$ cat config.mk
export PLATFORM = sky130hd
export DESIGN_NAME = arbitro_rr8_flat
export DESIGN_NICKNAME = d
export VERILOG_FILES = /design/src/rtl/arbitro_rr8_pkg.sv /design/src/rtl/arbitro_rr8_if.sv /design/src/rtl/mux8_1.sv /design/src/rtl/rr_prio8.sv /design/src/rtl/arbitro_rr8.sv /design/src/flat_wrapper.sv
export SDC_FILE = /design/constraint.sdc
export NUM_CORES = 1
export LEC_CHECK = 0
export BUFFER_PORTS_ARGS = -buffer_cell sky130_fd_sc_hd__clkbuf_2
export CAP_MARGIN = 20
export CORE_MARGIN = 5
export CORE_UTILIZATION = 53
export DETAILED_ROUTE_END_ITERATION = 8
export GPL_TIMING_DRIVEN = 0
export HOLD_SLACK_MARGIN = 0.06
export PLACE_DENSITY_LB_ADDON = 0.15
export SETUP_SLACK_MARGIN = 0.05
export SLEW_MARGIN = 20
export SYNTH_ARGS = -nofsm -noshare
export SYNTH_HDL_FRONTEND = slang
export SYNTH_SLANG_ARGS = --single-unit
$ cat constraint.sdc
create_clock -name clk -period 4.7 [get_ports clk]
set_input_delay 0.47 -clock clk [delete_from_list [all_inputs] [get_ports clk]]
set_output_delay 0.47 -clock clk [all_outputs]
set_load 0.005 [all_outputs]
$ cat src/rtl/arbitro_rr8_pkg.sv
// Shared definitions for the eight-source round-robin arbiter.
// Contents: FSM state encoding, pointer/data/counter widths, the number of
// sources and the default MAX_WAIT value.
package arb_pkg;

    localparam int N_SRC        = 8;
    localparam int PTR_W        = 3;
    localparam int DATA_W       = 5;
    localparam int CNT_W        = 8;
    localparam int MAX_WAIT_DEF = 15;

    typedef enum logic {
        IDLE = 1'b0,
        HOLD = 1'b1
    } state_e;

    typedef logic [PTR_W-1:0]  ptr_t;
    typedef logic [DATA_W-1:0] data_t;

endpackage

$ cat src/rtl/arbitro_rr8_if.sv
// Bus bundle between the arbiter and its environment.
// Signals:
//   req        8  per-source request
//   A0..A7     5  source data words
//   out_ready  1  downstream accepts out_data this cycle
//   SEL0..SEL2 1  mux select, {SEL0,SEL1,SEL2} = source index (SEL0 is MSB)
//   gnt        8  one-hot capture pulse
//   out_valid  1  out_data/out_src hold a pending transfer
//   out_data   5  captured word
//   out_src    3  index of the captured source
//   drop       1  pending transfer discarded after MAX_WAIT
// Modports: master = sources + downstream, slave = arbiter.
interface arbitro_rr8_if import arb_pkg::*; ();

    logic [N_SRC-1:0] req;
    data_t            A0, A1, A2, A3, A4, A5, A6, A7;
    logic             out_ready;
    logic             SEL0, SEL1, SEL2;
    logic [N_SRC-1:0] gnt;
    logic             out_valid;
    data_t            out_data;
    ptr_t             out_src;
    logic             drop;

    modport master (
        output req, A0, A1, A2, A3, A4, A5, A6, A7, out_ready,
        input  SEL0, SEL1, SEL2, gnt, out_valid, out_data, out_src, drop
    );

    modport slave (
        input  req, A0, A1, A2, A3, A4, A5, A6, A7, out_ready,
        output SEL0, SEL1, SEL2, gnt, out_valid, out_data, out_src, drop
    );

endinterface

$ cat src/rtl/mux8_1.sv
// Eight-to-one word multiplexer.
// Ports: sel_i (3) selects one of d0_i..d7_i (W each) onto y_o (W).
module mux8_1 #(
    parameter int W = 5
) (
    input  logic [2:0]   sel_i,
    input  logic [W-1:0] d0_i,
    input  logic [W-1:0] d1_i,
    input  logic [W-1:0] d2_i,
    input  logic [W-1:0] d3_i,
    input  logic [W-1:0] d4_i,
    input  logic [W-1:0] d5_i,
    input  logic [W-1:0] d6_i,
    input  logic [W-1:0] d7_i,
    output logic [W-1:0] y_o
);

    always_comb begin
        // NOTE: default assignment first so every path drives y_o; no latch.
        y_o = d0_i;
        case (sel_i)
            3'd1:    y_o = d1_i;
            3'd2:    y_o = d2_i;
            3'd3:    y_o = d3_i;
            3'd4:    y_o = d4_i;
            3'd5:    y_o = d5_i;
            3'd6:    y_o = d6_i;
            3'd7:    y_o = d7_i;
            default: y_o = d0_i;
        endcase
    end

endmodule

$ cat src/rtl/rr_prio8.sv
// Round-robin priority search over eight requests.
// Ports: req_i (8) requests, ptr_i (3) highest-priority index;
//        w_o (3) first set request from ptr_i upward with wrap 7->0,
//        any_o (1) at least one request is set.
module rr_prio8 import arb_pkg::*; (
    input  logic [N_SRC-1:0] req_i,
    input  ptr_t             ptr_i,
    output ptr_t             w_o,
    output logic             any_o
);

    always_comb begin
        ptr_t idx;
        idx   = '0;
        w_o   = ptr_i;
        any_o = 1'b0;
        // Walk from the lowest priority offset to the highest so the last
        // hit, i.e. the one closest to ptr_i, is the one that sticks.
        for (int k = N_SRC - 1; k >= 0; k--) begin
            idx = ptr_i + ptr_t'(k);
            if (req_i[idx]) begin
                w_o   = idx;
                any_o = 1'b1;
            end
        end
    end

endmodule

$ cat src/rtl/arbitro_rr8.sv
// Eight-source round-robin arbiter with a one-word output holding register.
// A winning source's word is captured into out_data and held until the
// downstream accepts it (out_ready) or MAX_WAIT unaccepted cycles elapse,
// in which case it is dropped. Acceptance with pending requests re-arbitrates
// on the same edge, so back-to-back transfers have no bubble.
// Ports: clk, reset (synchronous, active-high), bus (arbitro_rr8_if.slave).
module arbitro_rr8 import arb_pkg::*; #(
    parameter int MAX_WAIT = MAX_WAIT_DEF
) (
    input  logic          clk,
    input  logic          reset,
    arbitro_rr8_if.slave  bus
);

    localparam logic [CNT_W-1:0] MAX_WAIT_C = CNT_W'(MAX_WAIT);

    state_e           state_q;
    ptr_t             ptr_q, ptr_d;
    ptr_t             sel_q, sel_d;
    logic [CNT_W-1:0] cnt_q, cnt_d;
    logic             out_valid_q;
    data_t            out_data_q;
    ptr_t             out_src_q;
    logic [N_SRC-1:0] gnt_q;
    logic             drop_q;

    ptr_t  w;
    logic  any;
    logic  arb_en;
    logic  capture;
    logic  sel0, sel1, sel2;
    data_t mux_y;

    rr_prio8 u_prio (
        .req_i (bus.req),
        .ptr_i (ptr_q),
        .w_o   (w),
        .any_o (any)
    );

    // Arbitration runs when idle, or while holding only in the accept cycle.
    assign arb_en  = (state_q == IDLE) || bus.out_ready;
    assign capture = arb_en && any;

    // SEL follows the winner in a capture cycle and otherwise keeps the last
    // winner, so the mux output is stable while nothing is being granted.
    assign sel_d = capture ? w : sel_q;
    assign ptr_d = w + ptr_t'(1);
    assign cnt_d = cnt_q + CNT_W'(1);

    assign sel0 = sel_d[2];
    assign sel1 = sel_d[1];
    assign sel2 = sel_d[0];

    mux8_1 #(.W(DATA_W)) u_mux (
        .sel_i ({sel0, sel1, sel2}),
        .d0_i  (bus.A0),
        .d1_i  (bus.A1),
        .d2_i  (bus.A2),
        .d3_i  (bus.A3),
        .d4_i  (bus.A4),
        .d5_i  (bus.A5),
        .d6_i  (bus.A6),
        .d7_i  (bus.A7),
        .y_o   (mux_y)
    );

    // NOTE: all state updates use non-blocking assignments so every register
    // samples the pre-edge values regardless of statement order.
    always_ff @(posedge clk) begin
        if (reset) begin
            state_q     <= IDLE;
            ptr_q       <= '0;
            sel_q       <= '0;
            cnt_q       <= '0;
            out_valid_q <= 1'b0;
            out_data_q  <= '0;
            out_src_q   <= '0;
            gnt_q       <= '0;
            drop_q      <= 1'b0;
        end else begin
            gnt_q  <= '0;
            drop_q <= 1'b0;
            if (capture) begin
                out_data_q  <= mux_y;
                out_src_q   <= w;
                out_valid_q <= 1'b1;
                gnt_q       <= N_SRC'(1) << w;
                ptr_q       <= ptr_d;
                sel_q       <= w;
                cnt_q       <= '0;
                state_q     <= HOLD;
            end else if (state_q == HOLD) begin
                if (bus.out_ready) begin
                    // Accepted with nothing new to capture.
                    out_valid_q <= 1'b0;
                    state_q     <= IDLE;
                end else begin
                    cnt_q <= cnt_d;
                    if (cnt_d == MAX_WAIT_C) begin
                        // Timed out: discard the word, pointer stays put.
                        out_valid_q <= 1'b0;
                        drop_q      <= 1'b1;
                        state_q     <= IDLE;
                    end
                end
            end
        end
    end

    assign bus.SEL0      = sel0;
    assign bus.SEL1      = sel1;
    assign bus.SEL2      = sel2;
    assign bus.gnt       = gnt_q;
    assign bus.out_valid = out_valid_q;
    assign bus.out_data  = out_data_q;
    assign bus.out_src   = out_src_q;
    assign bus.drop      = drop_q;

endmodule

$ cat src/flat_wrapper.sv
// flat-port wrapper written by rule: the top's interface ports become plain ports
module arbitro_rr8_flat import arb_pkg::*;
#(
    parameter int MAX_WAIT = MAX_WAIT_DEF
)
  (clk, reset, bus_req, bus_A0, bus_A1, bus_A2, bus_A3, bus_A4, bus_A5, bus_A6, bus_A7, bus_out_ready, bus_SEL0, bus_SEL1, bus_SEL2, bus_gnt, bus_out_valid, bus_out_data, bus_out_src, bus_drop);
  arbitro_rr8_if bus_i ();
  input  logic clk;
  input  logic reset;
  input wire logic [$bits(bus_i.req)-1:0] bus_req;
  input wire logic [$bits(bus_i.A0)-1:0] bus_A0;
  input wire logic [$bits(bus_i.A1)-1:0] bus_A1;
  input wire logic [$bits(bus_i.A2)-1:0] bus_A2;
  input wire logic [$bits(bus_i.A3)-1:0] bus_A3;
  input wire logic [$bits(bus_i.A4)-1:0] bus_A4;
  input wire logic [$bits(bus_i.A5)-1:0] bus_A5;
  input wire logic [$bits(bus_i.A6)-1:0] bus_A6;
  input wire logic [$bits(bus_i.A7)-1:0] bus_A7;
  input wire logic [$bits(bus_i.out_ready)-1:0] bus_out_ready;
  output wire logic [$bits(bus_i.SEL0)-1:0] bus_SEL0;
  output wire logic [$bits(bus_i.SEL1)-1:0] bus_SEL1;
  output wire logic [$bits(bus_i.SEL2)-1:0] bus_SEL2;
  output wire logic [$bits(bus_i.gnt)-1:0] bus_gnt;
  output wire logic [$bits(bus_i.out_valid)-1:0] bus_out_valid;
  output wire logic [$bits(bus_i.out_data)-1:0] bus_out_data;
  output wire logic [$bits(bus_i.out_src)-1:0] bus_out_src;
  output wire logic [$bits(bus_i.drop)-1:0] bus_drop;
  assign bus_i.req = bus_req;
  assign bus_i.A0 = bus_A0;
  assign bus_i.A1 = bus_A1;
  assign bus_i.A2 = bus_A2;
  assign bus_i.A3 = bus_A3;
  assign bus_i.A4 = bus_A4;
  assign bus_i.A5 = bus_A5;
  assign bus_i.A6 = bus_A6;
  assign bus_i.A7 = bus_A7;
  assign bus_i.out_ready = bus_out_ready;
  assign bus_SEL0 = bus_i.SEL0;
  assign bus_SEL1 = bus_i.SEL1;
  assign bus_SEL2 = bus_i.SEL2;
  assign bus_gnt = bus_i.gnt;
  assign bus_out_valid = bus_i.out_valid;
  assign bus_out_data = bus_i.out_data;
  assign bus_out_src = bus_i.out_src;
  assign bus_drop = bus_i.drop;
  arbitro_rr8 #(.MAX_WAIT(MAX_WAIT)) u_core (.clk(clk), .reset(reset), .bus(bus_i));
endmodule
== Yosys cells after proc, flatten, opt, wreduce, memory -nomap -nowiden ==
Index checks and enable logic that the tools add are counted.
Cells by class
  magnitude comparators: 8
  bitwise gates (word level): 3
  add/subtract/negate cells: 9
  shift-type cells: 1
  multiplexer cells: 43
  reduce and logical (&&, ||, !) cells: 9
  equality and inequality tests: 8
Operators by type and width (number)
  $pmux 5 s7: 1
  $lt 3x4->1 const B: 8
  $mux 3: 9
  $mux 1: 25
  $bmux 1 s3: 8
  $add 3x3->3 const B: 4
  $eq 3x3->1 const B: 4
  $add 8x1->8 const B: 1
  $eq 8x4->1 const B: 1
  $shl 1x3->8 const A: 1
  $add 3x1->3 const B: 2
  $add 3x2->3 const B: 2
  $eq 3x2->1 const B: 2
  $reduce_and 2->1: 2
  $reduce_or 2->1: 2
  $reduce_or 4->1: 1
  $eq 3x1->1 const B: 1
  $not 1->1: 3
  $reduce_bool 3->1: 1
  $reduce_bool 2->1: 1
  $logic_and 1x1->1: 1
  $logic_or 1x1->1: 1
Word-level totals
  word-level logic and storage cells: 90
  flip-flop bits (word level): 33

== Depth between registers and ports, before layout ==
Gate-level depths: netlist (run 1).
  word-level depth: 15
  depth in mapped cells: 18

== Cells and area by module ==
Synthesis (run 1) repeated with hierarchy kept, for this count alone.
Unflattened totals
  cell total of the unflattened synthesis: 295
  area total of the unflattened synthesis: 2637.5 um2
Modules (own cells, without submodules)
  arbitro_rr8: cells an instance 145, sequential area each 660.6 um2, area an instance 1378.8 um2, times used 1
  rr_prio8: cells an instance 102, sequential area each 0.0 um2, area an instance 890.9 um2, times used 1
  mux8_1: cells an instance 48, sequential area each 0.0 um2, area an instance 367.9 um2, times used 1

== Least setup slack after synthesis (run 1) ==
OpenSTA, ideal clock, no wires.
  path type: reg2reg
  start point: reg u_core.ptr_q[1]
  end point: reg u_core.out_data_q[4], in the netlist u_core.bus.out_data[4]
  slack: 0.999 ns
  clock period less this slack: 3.701 ns
  stages on the path, launching flop included: 18
  setup time: 0.124 ns
  buffers on the path: 4
  data arrival time: 3.577 ns
  cell sequence: dfxtp_1 > buf_4 > buf_6 > inv_1 > ha_1 > buf_4 > mux2_2 > nor3_1 > a2111oi_4 > a211o_1 > a22oi_2 > a21oi_2 > o31ai_4 > buf_6 > mux2i_1 > nor3_2 > a221oi_1 > o21ai_1
Between the ends
  word-level cells in the longest chain between the ends: 15
  elaborated cells between the ends (all ways): 49
  those cells by class: add/sub: 7; eq/ne: 7; mux: 34; reduce/logical: 1
RTL lines
  start: declaration: line arbitro_rr8.sv:18  | ptr_t ptr_q, ptr_d;
  start signal: assignment: line arbitro_rr8.sv:89  | ptr_q <= ptr_d;
  $add 3x3->3: line rr_prio8.sv:20  | idx = ptr_i + ptr_t'(k);
  $bmux 1 s3: line rr_prio8.sv:21  | if (req_i[idx]) begin
  $mux 1 (implied by the code): line rr_prio8.sv:21
  $mux 1 (8 in a row): line rr_prio8.sv:21
  $logic_and 1x1->1: line arbitro_rr8.sv:43  | assign capture = arb_en && any;
  $mux 3 (*): line arbitro_rr8.sv:47  | assign sel_d = capture ? w : sel_q;
  net bus_SEL1: line flat_wrapper.sv:21  | output wire logic [$bits(bus_i.SEL1)-1:0] bus_SEL1;
  $eq 3x3->1, or another cell as far along: line mux8_1.sv:21  | case (sel_i)
  $pmux 5 s7 (*): line mux8_1.sv:21
  end signal: assignment: line arbitro_rr8.sv:85  | out_data_q <= mux_y;
  end: declaration: line arbitro_rr8.sv:22  | data_t out_data_q;
Mark *: on every way through the listed nets, which the timed path passes. The rest lies on a longest branch. The select of a mux whose other input is x is not followed.
A chain may end at the register's enable or synchronous reset.

== Final worst setup path (run 1) ==
  start point: reg u_core.ptr_q[1]
  end point: reg u_core.out_data_q[4], in the netlist u_core.bus.out_data[4]
Between the ends
  word-level cells in the longest chain between the ends: 15
  elaborated cells between the ends (all ways): 49
  those cells by class: add/sub: 7; eq/ne: 7; mux: 34; reduce/logical: 1
RTL lines (line)
  $add 3x3->3: rr_prio8.sv:20
  $bmux 1 s3: rr_prio8.sv:21
  $mux 1 (implied by the code): rr_prio8.sv:21
  $mux 1 (8 in a row): rr_prio8.sv:21
  $logic_and 1x1->1: arbitro_rr8.sv:43
  $mux 3: arbitro_rr8.sv:47
  $eq 3x3->1, or another cell as far along: mux8_1.sv:21
  $pmux 5 s7: mux8_1.sv:21
Parallel ways exist; a longest one is shown, timed or not. The select of a mux whose other input is x is not followed.

==> results of run 1 <==
## synthesized netlist by cell type (6+ instances only)
cell type,count
sky130_fd_sc_hd__a21oi_1,19
sky130_fd_sc_hd__nor3_1,8
sky130_fd_sc_hd__o21ai_1,7
sky130_fd_sc_hd__a211oi_1,9
sky130_fd_sc_hd__xnor2_1,9
sky130_fd_sc_hd__nand3_1,8
sky130_fd_sc_hd__nand2_1,40
sky130_fd_sc_hd__mux2_2,8
sky130_fd_sc_hd__dfxtp_1,33
sky130_fd_sc_hd__buf_4,7
sky130_fd_sc_hd__mux2i_1,10
sky130_fd_sc_hd__buf_6,6
sky130_fd_sc_hd__nor2_1,34
sky130_fd_sc_hd__o21ai_0,12
sky130_fd_sc_hd__mux4_2,6
sky130_fd_sc_hd__inv_1,15
## stage by stage
| step | cells | area (um2) | hold slack (ns) | util [%] | total power [mW] |
|---|---|---|---|---|---|
| 3_3_place_gp | 450 | 3040 | 0.443 | 64.0 | 2.25 |
| 2_1_floorplan | 312 | 2600 | 0.442 | - | 1.87 |
| 5_1_grt | 456 | 3130 | 0.470 | 65.9 | 2.72 |
| 6_report | 456 | 3130 | 0.455 | 65.9 | 2.50 |
| 4_1_cts | 456 | 3120 | 0.459 | 65.6 | 2.47 |
| 3_5_place_dp | 450 | 3040 | 0.450 | 64.0 | 2.28 |
## worst reg2reg max path, delay by kind of cell, from the launching register on
kind | cells | cell delay, ns
AOI/OAI and AO/OA | 7 | 1.58
DFF | 1 | 0.41
buffers and inverters | 5 | 0.87
and+or+nand+nor | 1 | 0.05
adders and majority gates | 1 | 0.31
muxes | 3 | 0.95
## layer usage
| layer | global-route usage [%] | wire length [um] |
|---|---|---|
| met3 | 3.36 | 437 |
| met2 | 32.8 | 2950 |
| met1 | 29.8 | 2990 |
| met4 | 4.22 | 58 |
| met5 | 0 | 0 |
## sequential cells by signal, indices dropped and copies added, names as in the netlist
register and cells:
u_core.bus.gnt 8, u_core.bus.out_valid 1, u_core.ptr_q 3, u_core.sel_q 3, u_core.cnt_q 8, u_core.bus.out_src 3, u_core.state_q 1, u_core.bus.out_data 5
u_core.bus.drop 1
## how the worst max path moves through the flow
stage	slack [ns]	start	cells after the start	to
5_1_grt	0.09	u_core.ptr_q[1]$_SDFFE_PP0N_	18	u_core.bus.out_data[3]$_SDFFE_PP0N_
6_report	0.41	u_core.ptr_q[1]$_SDFFE_PP0N_	17	u_core.bus.out_data[4]$_SDFFE_PP0N_
4_1_cts	0.31	u_core.ptr_q[1]$_SDFFE_PP0N_	15	bus_SEL2
3_3_place_gp	0.49	u_core.ptr_q[1]$_SDFFE_PP0N_	18	u_core.bus.out_data[4]$_SDFFE_PP0N_
2_1_floorplan	1.0	u_core.ptr_q[1]$_SDFFE_PP0N_	17	u_core.bus.out_data[4]$_SDFFE_PP0N_
3_5_place_dp	0.36	u_core.ptr_q[1]$_SDFFE_PP0N_	18	u_core.bus.out_data[4]$_SDFFE_PP0N_
## cell type report
type | instances | area (um2) | area share (%)
repair buffers | 71 | 355 | 11.3
inverters | 16 | 60.1 | 1.92
plain buffers | 17 | 136 | 4.35
clock inverters | 1 | 5.00 | 0.160
multi-input cells | 246 | 1760 | 56.3
clock buffers | 5 | 68.8 | 2.20
flip-flops and latches | 33 | 661 | 21.1
well taps | 67 | 83.8 | 2.68
## cell families (layout without fill, tap and decap cells)
group | after synthesis | count (layout) | share of synthesized area (%)
simple gates | 120 | 120 | 21.8
fa+ha+maj | 4 | 4 | 1.92
flops | 33 | 33 | 25.4
compound gates | 79 | 79 | 21.9
mux | 28 | 28 | 15.8
xor+xnor | 15 | 15 | 5.62
buf+inv | 33 | 110 | 7.54
## power by group through the flow
stage | sequential, mW | clock, mW | combinational, mW
finish | 0.394 | 0.186 | 1.92
global route | 0.402 | 0.206 | 2.11
CTS | 0.394 | 0.191 | 1.89
detailed placement | 0.400 | 0 | 1.88
global placement | 0.399 | 0 | 1.85
floorplan | 0.403 | 0 | 1.47
## what timing repair did
action,4_1_cts,5_1_grt
endpoints found under the setup margin,0,3
hold buffers,0,0
resized for setup,0,3
==> run summary, run 1 <==
ROUTING
---------------------------------------------------------------------------------
First-pass DRT Iterations                                                       4
DRC violation total after the first TritonRoute iteration                     221
Post-detailed-routing wire length                                         6430 um
Via/cell ratio                                                               5.55
DRC violation count after routing                                               0
Routed wire length per instance                                           14.1 um
Remaining antenna violation count after routing                                 0
Total number of vias                                                         2529

PWR
---------------------------------------------------------------------------------
Power density over cell area                                           797 mW/mm2
Clock group share of total power                                             7.5%
Worst VDD drop                                                           0.601 mV
Power share of the sequential group                                         15.8%
Switching pwr                                                             1.21 mW
Proportion of total power due to net switching                              48.3%
Internal Pwr Total                                                        1.29 mW
Pleak                                                                     1.37 nW
Combinational power share                                                   76.8%

SYNTH
---------------------------------------------------------------------------------
Number of nets produced by synthesis                                          367
Post-synthesis area per instance                                         8.35 um2
Number of distinct library cells after synthesis                               59
Share of the yosys chip area belonging to registers                         25.4%
Mapped Area                                                           0.00260 mm2
Gate Count Post-Synth                                                         312
Synth warnings                                                                  0
Leading register cell type out of synthesis                          sky130_fd_sc_hd__dfxtp_1
Area share of the leading cell type in the synthesized netlist              25.4%
Library cell occupying the most area in the post-synthesis netlist   sky130_fd_sc_hd__dfxtp_1
Async S/R FF share, synth                                                      0%
Largest cells by area after synthesis                                sky130_fd_sc_hd__dfxtp_1 25%, sky130_fd_sc_hd__nand2_1 5.8%, sky130_fd_sc_hd__mux4_2 5.2%, sky130_fd_sc_hd__nor2_1 4.9%, sky130_fd_sc_hd__mux2i_1 3.8%
Number of flops mapped to enable cells by yosys                                 0
Number of synthesized register bits                                            33

CRITICAL PATH
---------------------------------------------------------------------------------
Flop2flop setup slack                                                     0.41 ns
Maximum net fanout on the critical path                                        10
Path type of the worst setup path                                    flop to flop
Required @ worst endpoint                                                 4.85 ns
Delay of the slowest critical-path stage                                  0.45 ns
Critical Path Sink Type                                                      flop
Startpoint of the most critical register-to-register path            u_core.ptr_q[1]$_SDFFE_PP0N_
Worst Reg-to-Reg Cells                                                         17
Worst path cell trace                                                buf_4 -> buf_6 -> inv_1 -> ha_1 -> buf_4 -> mux2_2 -> mux2i_1 -> a2111oi_4 -> a211o_1 -> a22oi_2 -> a21oi_2 -> o31ai_4 -> buf_6 -> mux2i_1 -> nor3_2 -> a221oi_1 -> o21ai_1
Arr. time, crit path                                                      4.43 ns
Kind of cell with the highest combined delay on the critical path    compound AO/OA/AOI/OAI gates
Slowest stage cell, crit path                                        sky130_fd_sc_hd__o31ai_4
Startpoint type of the worst setup path                                      flop
Worst path buffer plus inverter count                                           5
End of the worst register-to-register path                           u_core.bus.out_data[4]$_SDFFE_PP0N_

FLOORPLANNING
---------------------------------------------------------------------------------
Area of the die                                                       0.00641 mm2
Number of top-level design ports                                               72
Site row count                                                                 25
Initial Utilization                                                         54.8%
Horizontal extent of the die                                              80.1 um
Die height                                                                80.1 um
Placeable core area                                                   0.00475 mm2

CELLS AND AREA
---------------------------------------------------------------------------------
Number of nets in the finished design                                         445
Proportion of layout cells with a drive suffix above 1                      32.4%
Fill cell count                                                               455
Most common library cell in the layout ignoring fill and taps        sky130_fd_sc_hd__clkbuf_2
Most frequent cells in the layout                                    71 x sky130_fd_sc_hd__clkbuf_2, 40 x sky130_fd_sc_hd__nand2_1, 34 x sky130_fd_sc_hd__nor2_1
P&R area growth vs syn                                                      20.3%
Final antenna diode count                                                       0

CLOCK TREE
---------------------------------------------------------------------------------
Number of buffers inserted to repair setup after CTS                            0
H-tree levels                                                                   2
Clock-pin slew on the worst setup and hold paths                          0.07 ns
TritonCTS clock tree                                                        built
Number of buffers on the longest clock path                                     2
CTS Buf Count                                                                   5
Clock sink count                                                               33
Clock root buffer                                                    sky130_fd_sc_hd__clkbuf_8
Clock latency reported for the late side of the worst-skew pair           0.27 ns

GLOBAL ROUTING
---------------------------------------------------------------------------------
Initial antenna violation count                                                 0
Gr usage total                                                              20.7%
Via count of the first global-routing pass                                   2413
Largest net degree at the start of global routing                              11
Grt total ovfl                                                                  0
Global-route wire length before repair                                   10800 um

TIMING
---------------------------------------------------------------------------------
Highest attainable clock frequency                                        233 MHz
Sum of negative setup slack                                                  0 ns
Normalized max-slew margin                                                  61.6%
Post-route clock skew                                                   0.0121 ns
Number of max-slew violations in the final report                               0
RSZ-0062 raised after global routing                                           no
Final number of setup-violating endpoints                                       0
Final worst path period share                                               91.3%
Worst setup slack after layout                                           0.411 ns
Transition at the pin with the smallest max-transition slack             0.576 ns
Shortest period the worst path allows                                     4.29 ns
Final hold vios                                                                 0

MIN PATH
---------------------------------------------------------------------------------
Min-delay worst type                                                 flop to flop
Number of stages on the worst hold path                                         2
Hold Crit Endpoint                                                   u_core.bus.out_data[0]$_SDFFE_PP0N_
Min-Delay Startpoint                                                 u_core.bus.out_data[0]$_SDFFE_PP0N_

RUN STATUS
---------------------------------------------------------------------------------
Outcome                                                              finished, final reports clean

PLACED DESIGN
---------------------------------------------------------------------------------
Worst slack after detailed placement                                     0.360 ns
Count of port buffers added during placement                                   71
Final Wtd Congestion                                                        0.871
HPWL reported at the end of detailed placement                            5070 um

JOB
---------------------------------------------------------------------------------
Number of max-cap violations                                                    0

Power figures use the tool's default switching activity.
==> inputs of run 2 (changes only) <==
- PLACE_DENSITY: not set -> 0.87
- PLACE_DENSITY_LB_ADDON: 0.15 -> not set
==> run 2 against run 1 <==
Compared with the run above: total power is 0.93% higher; non-clock buffer count is the same; sequential power is essentially flat; critical path depth shrank 3.
==> run summary, run 2 (synthesis results as in run 1) <==
RUN STATUS
--------------------------------------------------------------------------------
Outcome                                                             finished, final reports clean

CELLS AND AREA
--------------------------------------------------------------------------------
Final Cell Area                                                      0.00314 mm2   +0.12%
Number of nets in the finished design                                        445   unchanged
Final antenna diode count                                                      0   unchanged
Proportion of layout cells with a drive suffix above 1                     32.2%   -0.17 points
Final core utilization                                                     65.9%   +0.079 points
Most common library cell in the layout ignoring fill and taps       sky130_fd_sc_hd__clkbuf_2
Most frequent cells in the layout                                   71 x sky130_fd_sc_hd__clkbuf_2, 40 x sky130_fd_sc_hd__nand2_1, 34 x sky130_fd_sc_hd__nor2_1
P&R area growth vs syn                                                     20.4%

GLOBAL ROUTING
--------------------------------------------------------------------------------
Gr usage total                                                             21.5%   +0.73 points
Initial antenna violation count                                                0   unchanged
Via count of the first global-routing pass                                  2523   +4.6%
Global-route wire length before repair                                  11100 um   +2.8%
Largest net degree at the start of global routing                             11   unchanged
Grt total ovfl                                                                 0   unchanged

ROUTING
--------------------------------------------------------------------------------
Remaining antenna violation count after routing                                0   unchanged
DRC violation total after the first TritonRoute iteration                    173   -22%
Post-detailed-routing wire length                                        6560 um   +2.0%
Highest layer used for signal routing                                       met4
Via/cell ratio                                                              5.65   +1.8%
Routed wire length per instance                                          14.3 um   +1.6%
First-pass DRT Iterations                                                      4   unchanged
DRC violation count after routing                                              0   unchanged
Met2 layer wire length in the routed design                              3180 um   +8.1%
WL met3                                                                   485 um   +11%
Detailed-routing wirelength on met1                                      2730 um   -8.5%
Total number of vias                                                        2587   +2.3%

CRITICAL PATH
--------------------------------------------------------------------------------
Slowest stage cell, crit path                                       sky130_fd_sc_hd__o31ai_4
Path type of the worst setup path                                   flop to primary output
Critical Path Sink Type                                             primary output
Flop2flop setup slack                                                    0.32 ns   -0.09 ns
Crit path depth                                                               14   -3
Maximum net fanout on the critical path                                       10   unchanged
Required @ worst endpoint                                                4.23 ns   -0.62 ns
End of the worst register-to-register path                          u_core.bus.out_data[3]$_SDFFE_PP0N_
Worst path buffer plus inverter count                                          6   +1
Delay of the slowest critical-path stage                                 0.46 ns   about the same
Arr. time, crit path                                                     3.91 ns   -0.52 ns
Startpoint type of the worst setup path                                     flop
Worst path cell trace                                               buf_4 -> buf_6 -> inv_1 -> ha_1 -> buf_4 -> mux2_2 -> nor3_1 -> a2111oi_4 -> a211o_1 -> a22oi_2 -> a21oi_2 -> o31ai_4 -> buf_6 -> clkbuf_2
Startpoint of the most critical register-to-register path           u_core.ptr_q[1]$_SDFFE_PP0N_
Crit path from                                                      u_core.ptr_q[1]$_SDFFE_PP0N_
Worst Reg-to-Reg Cells                                                        17   unchanged
Kind of cell with the highest combined delay on the critical path   compound AO/OA/AOI/OAI gates

PLACED DESIGN
--------------------------------------------------------------------------------
Final Wtd Congestion                                                       0.906   +4.1%
Count of port buffers added during placement                                  71   unchanged
Area after detailed placement                                        0.00304 mm2   unchanged
HPWL reported at the end of detailed placement                           5250 um   +3.5%

TIMING
--------------------------------------------------------------------------------
Highest attainable clock frequency                                       228 MHz   -2.1%
Final number of setup-violating endpoints                                      0   unchanged
Final hold slack                                                        0.451 ns   -0.00403 ns
Normalized max-slew margin                                                 66.4%   +4.8 points
Sum of negative setup slack                                                 0 ns   unchanged
Shortest period the worst path allows                                    4.38 ns   +0.0939 ns
Final worst path period share                                              93.2%   +2.0 points
Final hold vios                                                                0   unchanged
Number of max-slew violations in the final report                              0   unchanged
Post-route clock skew                                                 0.00491 ns   -0.00718 ns
RSZ-0062 raised after global routing                                          no
Transition at the pin with the smallest max-transition slack            0.500 ns   -0.0754 ns

MIN PATH
--------------------------------------------------------------------------------
Min-delay worst type                                                flop to flop
Min-Delay Startpoint                                                u_core.bus.out_data[4]$_SDFFE_PP0N_
Number of stages on the worst hold path                                        2   unchanged
Hold Crit Endpoint                                                  u_core.bus.out_data[4]$_SDFFE_PP0N_

FLOORPLANNING
--------------------------------------------------------------------------------
Number of top-level design ports                                              72   unchanged
Initial Utilization                                                        54.8%   unchanged
Placeable core area                                                  0.00475 mm2   unchanged
Horizontal extent of the die                                             80.1 um   unchanged
Die height                                                               80.1 um   unchanged
Area of the die                                                      0.00641 mm2   unchanged
Site row count                                                                25   unchanged

CLOCK TREE
--------------------------------------------------------------------------------
Clock sink count                                                              33   unchanged
H-tree levels                                                                  2   unchanged
CTS Buf Count                                                                  5   unchanged
Clock latency reported for the late side of the worst-skew pair          0.28 ns   about the same
Clock-pin slew on the worst setup and hold paths                         0.06 ns   about the same
Clock root buffer                                                   sky130_fd_sc_hd__clkbuf_8
TritonCTS clock tree                                                       built
Number of buffers on the longest clock path                                    2   unchanged

PWR
--------------------------------------------------------------------------------
Pleak                                                                    1.37 nW   +0.26%
Internal Pwr Total                                                       1.30 mW   +0.27%
Switching pwr                                                            1.23 mW   +1.6%
Worst VDD drop                                                          0.507 mV   -16%
Clock group share of total power                                            8.0%   +0.5 points
Proportion of total power due to net switching                             48.6%   +0.34 points
Combinational power share                                                  76.3%   -0.5 points
Power share of the sequential group                                        15.7%   about the same
Power density over cell area                                          804 mW/mm2   +0.81%

JOB
--------------------------------------------------------------------------------
Number of max-cap violations                                                   0   unchanged

## run 2: cell count changes in the layout (fill, tap and decap cells not counted), sizes merged
cell    previous run  this run
clkinv             1         2
clkbuf            79        80
## run 2: how the worst max path moves through the flow
stage	to
6_report	bus_SEL1
5_1_grt	u_core.bus.out_data[3]$_SDFFE_PP0N_
4_1_cts	bus_SEL2
3_5_place_dp	u_core.bus.out_data[4]$_SDFFE_PP0N_
3_3_place_gp	u_core.bus.out_data[4]$_SDFFE_PP0N_
2_1_floorplan	u_core.bus.out_data[4]$_SDFFE_PP0N_
## run 2: per-layer routing
layer,vias up,GRT usage (%)
met1,1164,24.7
met4,0,8.11
li1,1278,-
met3,19,4.93
met5,-,0
met2,126,38.4
## run 2: stage by stage
stage	cells	total power, mW	worst slack [ns]
after floorplan	312	1.87	0.999
after global placement	450	2.23	0.425
after detailed placement	450	2.29	0.364
after CTS	458	2.49	0.322
after global routing	458	2.71	0.0521
final	458	2.52	0.317
## run 2: area by class of cell
| type | instances | area [um2] |
|---|---|---|
| buffer | 17 | 136 |
| timing repair buffer | 71 | 355 |
| clock inverter | 2 | 10.0 |
| tap | 67 | 83.8 |
| multi-input combinational | 246 | 1760 |
| fill | 388 | 1620 |
| inverter | 16 | 60.1 |
| clock buffer | 6 | 72.6 |
| sequential | 33 | 661 |
## run 2: worst min-delay path: cells and delay by family, from the launching register on
family	cells	cell delay, ns
AOI/OAI and AO/OA	1	0.05
DFF	1	0.31
and+or+nand+nor	1	0.05
## run 2: power by group through the flow
stage	Sequential [mW]	Combinational, mW	Clock, mW
6_report	0.395	1.92	0.202
2_1_floorplan	0.403	1.47	0
3_3_place_gp	0.399	1.83	0
5_1_grt	0.404	2.09	0.220
4_1_cts	0.396	1.89	0.206
3_5_place_dp	0.403	1.88	0
## run 2: timing repair
item,CTS,global route
hold buffers,0,0
gates resized for setup,0,2
setup endpoints to repair,0,5
buffers inserted,0,0
